==> src/rtl/weight_tile_scheduler_pkg.sv <==
// rtl/weight_tile_scheduler_pkg.sv - shared widths and state encoding for the weight tile scheduler
package weight_tile_scheduler_pkg;

  localparam int ADDR_W_DEF = 19;
  localparam int CNT_W_DEF  = 17;
  localparam int TILE_W_DEF = 12;

  typedef enum logic [2:0] {
    ST_IDLE    = 3'd0,
    ST_ISSUE   = 3'd1,
    ST_LOAD    = 3'd2,
    ST_HANDOFF = 3'd3,
    ST_DONE    = 3'd4
  } sched_state_t;

endpackage

==> src/rtl/weight_tile_scheduler.sv <==
// rtl/weight_tile_scheduler.sv - sequences weight tiles through the loader and hands them to compute
module weight_tile_scheduler
  import weight_tile_scheduler_pkg::*;
#(
  parameter int ADDR_W = ADDR_W_DEF,
  parameter int CNT_W  = CNT_W_DEF,
  parameter int TILE_W = TILE_W_DEF
) (
  input  logic              clk,
  input  logic              rst,
  input  logic              cfg_valid,
  output logic              cfg_ready,
  input  logic [ADDR_W-1:0] cfg_base,
  input  logic [ADDR_W-1:0] cfg_stride,
  input  logic [CNT_W-1:0]  cfg_tile_words,
  input  logic [TILE_W-1:0] cfg_num_tiles,
  input  logic              abort,
  output logic              ld_start,
  output logic [ADDR_W-1:0] ld_base_addr,
  output logic [CNT_W-1:0]  ld_load_count,
  input  logic              ld_done,
  output logic              tile_valid,
  output logic [TILE_W-1:0] tile_idx,
  input  logic              compute_done,
  output logic              busy,
  output logic              layer_done,
  output logic              cfg_err
);

  sched_state_t      state_q, state_d;
  logic [ADDR_W-1:0] stride_q, stride_d;
  logic [CNT_W-1:0]  words_q, words_d;
  logic [TILE_W-1:0] num_tiles_q, num_tiles_d;
  logic [ADDR_W-1:0] acc_q, acc_d;
  logic [TILE_W-1:0] tile_idx_q, tile_idx_d;
  logic              abort_q, abort_d;
  logic              cfg_ready_q, cfg_ready_d;
  logic              ld_start_q, ld_start_d;
  logic [ADDR_W-1:0] ld_base_addr_q, ld_base_addr_d;
  logic [CNT_W-1:0]  ld_load_count_q, ld_load_count_d;
  logic              tile_valid_q, tile_valid_d;
  logic              busy_q, busy_d;
  logic              layer_done_q, layer_done_d;
  logic              cfg_err_q, cfg_err_d;
  logic              last_tile;

  assign last_tile = (tile_idx_q == num_tiles_q - TILE_W'(1));

  always_comb begin
    state_d     = state_q;
    stride_d    = stride_q;
    words_d     = words_q;
    num_tiles_d = num_tiles_q;
    acc_d       = acc_q;
    tile_idx_d  = tile_idx_q;
    abort_d     = abort_q;
    cfg_err_d   = 1'b0;

    case (state_q)
      ST_IDLE: begin
        if (cfg_valid) begin
          if (cfg_num_tiles == '0 || cfg_tile_words == '0) begin
            cfg_err_d = 1'b1;
          end else begin
            stride_d    = cfg_stride;
            words_d     = cfg_tile_words;
            num_tiles_d = cfg_num_tiles;
            acc_d       = cfg_base;
            tile_idx_d  = '0;
            state_d     = ST_ISSUE;
          end
        end
      end
      ST_ISSUE: begin
        state_d = abort ? ST_IDLE : ST_LOAD;
      end
      ST_LOAD: begin
        // The loader cannot be interrupted, so an abort waits here for its ld_done.
        if (ld_done) begin
          state_d = (abort || abort_q) ? ST_IDLE : ST_HANDOFF;
          abort_d = 1'b0;
        end else if (abort) begin
          abort_d = 1'b1;
        end
      end
      ST_HANDOFF: begin
        if (abort) begin
          state_d = ST_IDLE;
        end else if (compute_done) begin
          if (last_tile) begin
            state_d = ST_DONE;
          end else begin
            tile_idx_d = tile_idx_q + TILE_W'(1);
            acc_d      = acc_q + stride_q;
            state_d    = ST_ISSUE;
          end
        end
      end
      ST_DONE: begin
        state_d = ST_IDLE;
      end
      default: begin
        state_d = ST_IDLE;
      end
    endcase

    // Outputs are registered images of the state being entered.
    cfg_ready_d     = (state_d == ST_IDLE);
    busy_d          = (state_d != ST_IDLE);
    ld_start_d      = (state_d == ST_ISSUE);
    tile_valid_d    = (state_d == ST_HANDOFF);
    layer_done_d    = (state_d == ST_DONE);
    ld_base_addr_d  = (state_d == ST_ISSUE) ? acc_d : ld_base_addr_q;
    ld_load_count_d = (state_d == ST_ISSUE) ? words_d : ld_load_count_q;
  end

  always_ff @(posedge clk or posedge rst) begin
    if (rst) begin
      state_q         <= ST_IDLE;
      stride_q        <= '0;
      words_q         <= '0;
      num_tiles_q     <= '0;
      acc_q           <= '0;
      tile_idx_q      <= '0;
      abort_q         <= 1'b0;
      cfg_ready_q     <= 1'b1;
      ld_start_q      <= 1'b0;
      ld_base_addr_q  <= '0;
      ld_load_count_q <= '0;
      tile_valid_q    <= 1'b0;
      busy_q          <= 1'b0;
      layer_done_q    <= 1'b0;
      cfg_err_q       <= 1'b0;
    end else begin
      state_q         <= state_d;
      stride_q        <= stride_d;
      words_q         <= words_d;
      num_tiles_q     <= num_tiles_d;
      acc_q           <= acc_d;
      tile_idx_q      <= tile_idx_d;
      abort_q         <= abort_d;
      cfg_ready_q     <= cfg_ready_d;
      ld_start_q      <= ld_start_d;
      ld_base_addr_q  <= ld_base_addr_d;
      ld_load_count_q <= ld_load_count_d;
      tile_valid_q    <= tile_valid_d;
      busy_q          <= busy_d;
      layer_done_q    <= layer_done_d;
      cfg_err_q       <= cfg_err_d;
    end
  end

  assign cfg_ready     = cfg_ready_q;
  assign ld_start      = ld_start_q;
  assign ld_base_addr  = ld_base_addr_q;
  assign ld_load_count = ld_load_count_q;
  assign tile_valid    = tile_valid_q;
  assign tile_idx      = tile_idx_q;
  assign busy          = busy_q;
  assign layer_done    = layer_done_q;
  assign cfg_err       = cfg_err_q;

endmodule

==> config.mk <==
export PLATFORM = sky130hd
export DESIGN_NAME = weight_tile_scheduler
export DESIGN_NICKNAME = d
export VERILOG_FILES = /design/src/rtl/weight_tile_scheduler_pkg.sv /design/src/rtl/weight_tile_scheduler.sv
export SDC_FILE = /design/constraint.sdc
export NUM_CORES = 1
export LEC_CHECK = 0
export CORE_MARGIN = 2
export CORE_UTILIZATION = 35
export DETAILED_ROUTE_END_ITERATION = 8
export PLACE_DENSITY = 0.63
export SLEW_MARGIN = 20
export SYNTH_ARGS = -nofsm -noshare
export SYNTH_HDL_FRONTEND = slang
export SYNTH_SLANG_ARGS = --single-unit
==> constraint.sdc <==
create_clock -name clk -period 3.8 [get_ports clk]
set_input_delay 0.76 -clock clk [delete_from_list [all_inputs] [get_ports clk]]
set_output_delay 0.76 -clock clk [all_outputs]
set_load 0.02 [all_outputs]
# After elaboration in Yosys (flattened, before gate mapping)

Index checks and enable logic that the tools add are counted.

Flip-flop bits (word level): 125
Logic and storage cells: 72
Bits of input ports: 73

Bitwise operators: 1
Eq/ne operators: 12
Add/subtract/negate cells: 3
Reductions and logical operators: 12
Mux-type cells: 29

Operators by type and width:

| kind                                                                 | number |
|---|---|
| 19-bit two-way mux                                                   | 5 |
| 12-bit two-way mux                                                   | 5 |
| 17-bit two-way mux                                                   | 3 |
| 19-bit one-hot mux with 2 select lines                               | 1 |
| 12-bit one-hot mux with 2 select lines                               | 1 |
| 19-bit adder                                                         | 1 |
| 3-bit two-way mux                                                    | 6 |
| 17-bit zero test                                                     | 1 |
| 12-bit by 1-bit adder with 12-bit output, second input constant      | 1 |
| 12-bit == test                                                       | 1 |
| 12-bit zero test                                                     | 1 |
| 3-bit one-hot mux with 4 select lines                                | 1 |
| 12-bit by 1-bit subtractor with 12-bit output, second input constant | 1 |
| 2-bit != test, second input constant                                 | 5 |
| 3-bit by 2-bit == test with 1-bit output, second input constant      | 3 |
| 3-bit by 1-bit == test with 1-bit output, second input constant      | 2 |
| 3-bit zero test                                                      | 2 |
| 6-bit AND reduction                                                  | 1 |
| 1-bit two-way mux                                                    | 5 |
| 2-bit two-way mux                                                    | 2 |
| 2-bit nonzero test                                                   | 2 |
| 3-bit == test, second input constant                                 | 1 |
| 3-bit AND reduction                                                  | 1 |
| 3-bit nonzero test                                                   | 1 |
| 3 further kinds                                                      | 4 |

# Depth between registers and ports, before layout

Word-level depth: 7
Mapped depth: 14
Depth with buffers taken out: 12

# Worst setup path after synthesis

OpenSTA, ideal clock, no wires.

Path kind: reg2reg
Start: register num_tiles_q[4]
End: register ld_load_count_q[0] (netlist: ld_load_count[0])
Path slack: 0.842 ns
Stages on the path, launching flop included: 13
Arrival time: 2.833 ns
Period minus slack after synthesis: 2.958 ns
Data required time: 3.675 ns
Cells stage by stage: dfrtp_1 -> buf_2 -> or4_4 -> or3_1 -> a211oi_2 -> nor3b_2 -> o311ai_4 -> nor2_2 -> nor2_4 -> inv_2 -> buf_6 -> buf_6 -> mux2_4

Word-level cells in the longest chain between the ends: 7

Ends and longest elaborated chain:

| item                                          | line                         | RTL |
|---|---|---|
| start, declared                               | weight_tile_scheduler.sv:33  | `logic [TILE_W-1:0] num_tiles_q, num_tiles_d;` |
| start signal, assigned                        | weight_tile_scheduler.sv:138 | `num_tiles_q <= num_tiles_d;` |
| 12-bit by 1-bit subtractor with 12-bit output | weight_tile_scheduler.sv:47  | `assign last_tile = (tile_idx_q == num_tiles_q - TILE_W'(1));` |
| 12-bit == test                                | weight_tile_scheduler.sv:47  |  |
| 3-bit two-way mux                             | weight_tile_scheduler.sv:90  | `if (last_tile) begin` |
| 3-bit two-way mux                             | weight_tile_scheduler.sv:89  | `end else if (compute_done) begin` |
| 3-bit two-way mux                             | weight_tile_scheduler.sv:87  | `if (abort) begin` |
| 3-bit one-hot mux with 4 select lines         | weight_tile_scheduler.sv:59  | `case (state_q)` |
| 3-bit by 1-bit == test with 1-bit output      | --                           |  |
| via ld_start_d                                | weight_tile_scheduler.sv:38  | `logic ld_start_q, ld_start_d;` |
| end signal, assigned                          | weight_tile_scheduler.sv:145 | `ld_load_count_q <= ld_load_count_d;` |
| end, declared                                 | weight_tile_scheduler.sv:40  | `logic [CNT_W-1:0] ld_load_count_q, ld_load_count_d;` |

The timed path passes the listed nets, and every way through them passes these cells.
A chain may end at the register's enable or synchronous reset.

# Worst setup path after layout

Start: register num_tiles_q[4]
End: register ld_base_addr_q[2] (netlist: ld_base_addr[2])

Word-level cells in the longest chain between the ends: 7

Ends and longest elaborated chain:

| item                                              | line                         | RTL |
|---|---|---|
| 12-bit by 1-bit subtractor with 12-bit output (*) | weight_tile_scheduler.sv:47  |  |
| 12-bit == test (*)                                | weight_tile_scheduler.sv:47  |  |
| 3-bit two-way mux                                 | weight_tile_scheduler.sv:90  |  |
| 3-bit two-way mux                                 | weight_tile_scheduler.sv:89  |  |
| 3-bit two-way mux                                 | weight_tile_scheduler.sv:87  |  |
| 3-bit one-hot mux with 4 select lines             | weight_tile_scheduler.sv:59  |  |
| 3-bit by 1-bit == test with 1-bit output          | weight_tile_scheduler.sv:113 | `ld_base_addr_d = (state_d == ST_ISSUE) ? acc_d : ld_base_addr_q;` |
| end signal, assigned                              | weight_tile_scheduler.sv:144 | `ld_base_addr_q <= ld_base_addr_d;` |
| end, declared                                     | weight_tile_scheduler.sv:39  | `logic [ADDR_W-1:0] ld_base_addr_q, ld_base_addr_d;` |

Mark *: on every way between the ends. The rest lies on a longest branch, timed or not.

==> impl_metrics.toml <==
[setup_path]
worst-path-max-fanout = 29
cp.required_ns = 4.10
critical_path.top_delay_family = "simple AND/OR/NAND/NOR gates"
path_buf_inv = 2
worst-setup-path-type = "flop to flop"
cp_slowest_cell = "or4_4"
cp.arrival_ns = 3.81
crit_path_end_kind = "flop"
start_kind = "flop"
crit_chain = "or4_4 > or3_1 > o21ai_0 > nor3b_2 > o311ai_4 > nor2_2 > nor2_4 > inv_2 > buf_4 > mux2_2"
cpPeakStageDelay_ns = 0.57

[global_routing]
antenna_found_initial = 0
grtUsageTotal = 0.1882
grt_max_degree = 43
grt_first_pass_wirelength_mm = 27.37
grt_pass1_vias = 5452
gr-total-overflow = 0

[yosys]
synth_area_um2 = 6236
synth_cell_types = 61
syn_avg_cell_area_um2 = 9.713
seq_area_frac_synth = 0.5018
synth.net_count = 736
synth_edf_count = 0
ys_async_sr_fraction = 1.000
ys.flop_type = "dfrtp_1"
syn-instance-count = 642
yosys_warnings = 0
synth-seq-cells = 125

[sta]
fmax_mhz = 285.1
worst_pin_slew_ns = 0.8627
finalCriticalPeriod_ns = 3.507
setup_viol = 0
slew_viol_final = 0
relSlewSlack = 0.4236
rsz0062_at_grt = "no"
setup_tns_ns = 0
finalHoldViolations = 0
finClkSkew_ns = 0.009090
period_share = 0.9230

[floorplanning]
core_region_area_um2 = 17360
die_h_um = 137.5
num_rows = 48
design.die.area_um2 = 18900
initial_core_util = 0.3593
die_x_um = 137.5
io_pins = 127

[final_layout]
drive_above_1_share = 0.1031
area_delta_synth_final_pct = 36.74
fill_cells = 1573
fin_nets = 867
multi_input_area_um2 = 2915
insertedDiodeCount = 0
ff_latch_area_um2 = 3129

[status]
status = "finished, final reports clean"

[power_and_ir_drop]
power_density_nw_per_um2 = 905.5
ir_drop_uv = 336.8
p_leak_nw = 3.897
finalPower_w = 0.007721

[routing]
drc = 0
via_per_inst = 5.085
wl_per_cell_um = 16.44
drt_iter0_markers = 280
antenna_left = 0
vias = 5141
wl_mm = 16.62
dr.pass1.iters = 4

[clock_tree]
cts_sinks = 125
cts_max_level = 4
cts_setup_buffers = 0
clk_latency_ns = 0.42
cts_tree = "built"
cts_buffer_depth = 2
clk_pin_slew_ns = 0.06
root_buffer = "clkbuf_16"
cts_made_buffers = 17

[worst_hold_path]
hp-class = "flop to flop"

[placement]
place_hpwl_mm = 11.69
io_buffers = 126
place.gp.congestion = 0.8679

[flow_run]
drv_cap = 0
[final cells by class]
| cell class | count | area share |
|---|---|---|
| multi-input cells | 469 | 0.3419 |
| clock inverters | 11 | 0.03023 |
| well taps | 225 | 0.03302 |
| inverters | 22 | 0.01012 |
| repair buffers | 138 | 0.1614 |
| flip-flops and latches | 125 | 0.3670 |
| clock buffers | 21 | 0.05635 |
[cells in the mapped netlist, types with 2 or more instances]
library cell  instances  area, um2
a211oi_1              2      15.01
nor2_1               22      82.58
mux2_2               17      191.4
and3_1                3      18.77
nand3_1               9      45.04
o21a_1                4      30.03
a31oi_1               4      25.02
or3_1                 3      18.77
a31o_2                2      17.52
nand4_1               7      43.79
a21boi_0              2      15.01
buf_6                 2      22.52
mux2i_1               4      40.04
nor2b_1               4      25.02
nand2b_1              6      37.54
o21ai_0              28      140.1
nor4_1               10      62.56
o211ai_1              2      15.01
and2_1                5      31.28
inv_1                21      78.83
xor2_1                9      78.83
o31ai_1               3      22.52
or4_4                 2      22.52
a221o_1              11      110.1
ha_1                 20      250.2
nand2_1             173      649.4
o41ai_1               2      17.52
nor3_1               12      60.06
nand3b_1              3      22.52
a311oi_1              2      17.52
buf_2                 4      20.02
mux2_4                2      30.03
buf_1                 3      11.26
xnor2_1              28      245.2
nor3b_1               3      22.52
clkbuf_1             16      60.06
a22oi_1               3      22.52
dfrtp_1             124       3103
o221ai_1              2      17.52
a21oi_1              19      95.09
a21o_1               24      180.2
[cells in the final DEF (no fill, tap or decap), types with 3 or more instances in the layout]
| master | synthesis | final |
|---|---|---|
| nand2_1 | 173 | 173 |
| clkdlybuf4s50_1 | 0 | 126 |
| dfrtp_1 | 124 | 124 |
| o21ai_0 | 28 | 28 |
| xnor2_1 | 28 | 28 |
| a21o_1 | 24 | 24 |
| nor2_1 | 22 | 21 |
| inv_1 | 21 | 20 |
| ha_1 | 20 | 20 |
| a21oi_1 | 19 | 19 |
| mux2_2 | 17 | 17 |
| clkbuf_16 | 0 | 17 |
| nor3_1 | 12 | 12 |
| a221o_1 | 11 | 11 |
| nor4_1 | 10 | 10 |
| buf_4 | 1 | 10 |
| nand3_1 | 9 | 9 |
| xor2_1 | 9 | 9 |
| bufinv_16 | 0 | 8 |
| nand4_1 | 7 | 7 |
| nand2b_1 | 6 | 6 |
| and2_1 | 5 | 5 |
| o21a_1 | 4 | 4 |
| mux2i_1 | 4 | 4 |
| nor2b_1 | 4 | 4 |
| a31oi_1 | 4 | 4 |
| clkbuf_8 | 0 | 4 |
| nand3b_1 | 3 | 3 |
| or3_1 | 3 | 3 |
| o31ai_1 | 3 | 3 |
| a22oi_1 | 3 | 3 |
| and3_1 | 3 | 3 |
[flip-flops by register name, indices dropped and copies added (netlist names)]
name,count
ld_base_addr,19
tile_idx,12
ld_start,1
cfg_err,1
acc_q,19
layer_done,1
words_q,17
stride_q,19
ld_load_count,17
cfg_ready,1
state_q,3
abort_q,1
num_tiles_q,12
tile_valid,1
busy,1
[path summary, 6_finish.rpt]
path / from / end / slack (ns) / cells past startpoint
max in group asynchronous: rst / cfg_ready / 2.18 / 3
hold reg to reg: words_q[14] / words_q[14] / 0.47 / 2
setup / recovery: num_tiles_q[4] / ld_base_addr[2] / 0.29 / 10
min in group asynchronous: rst / ld_base_addr[5] / 0.85 / 2
setup reg to reg: num_tiles_q[4] / ld_base_addr[2] / 0.29 / 10
hold / removal: words_q[14] / words_q[14] / 0.47 / 2
[timing repair]
action                                 CTS  global route
setup endpoints to repair                0            22
resized for setup                        0             1
hold buffers                             0             0
endpoints found under the hold margin    0             0
[stage by stage]
step | worst slack [ns] | cells | util | hold slack [ns] | cell area (um2)
after floorplan | 0.8422 | 642 | - | 0.4358 | 6240
after detailed placement | 0.2651 | 979 | 0.4485 | 0.4565 | 7784
after global placement | 0.3349 | 979 | 0.4485 | 0.4477 | 7784
after CTS | 0.2523 | 1011 | 0.4910 | 0.4691 | 8522
after global routing | 0.04296 | 1011 | 0.4913 | 0.4960 | 8527
final | 0.2926 | 1011 | 0.4913 | 0.4679 | 8527
[cell families after synthesis]
kind of cell / Yosys count / synth area share
adders and majority gates: 21 / 0.04334
and+or+nand+nor: 269 / 0.1930
AOI/OAI and AO/OA: 119 / 0.1352
buffers and inverters: 48 / 0.03271
muxes: 23 / 0.04193
xor gates and xnor gates: 37 / 0.05197
DFF: 125 / 0.5018
[worst min-delay path, cell delays in order, from the launching register on]
cell,delay [ns]
dfrtp_1,0.32
nand2_1,0.04
nand2_1,0.07
[report_power, final]
| part | switching (W) | internal, W | total (W) |
|---|---|---|---|
| Sequential | 0.000391 | 0.00191 | 0.00230 |
| Clock | 0.000595 | 0.00143 | 0.00203 |
| Combinational | 0.00183 | 0.00156 | 0.00339 |
[routing by layer]
metal	global-route usage	part of all wire	vias up
met5	0	0	-
met1	0.2457	0.46	2498
met3	0.05261	0.060	18
met2	0.3018	0.46	150
met4	0.06243	0.015	0
li1	-	-	2475
No activity file was read; power rests on OpenSTA's default activity.
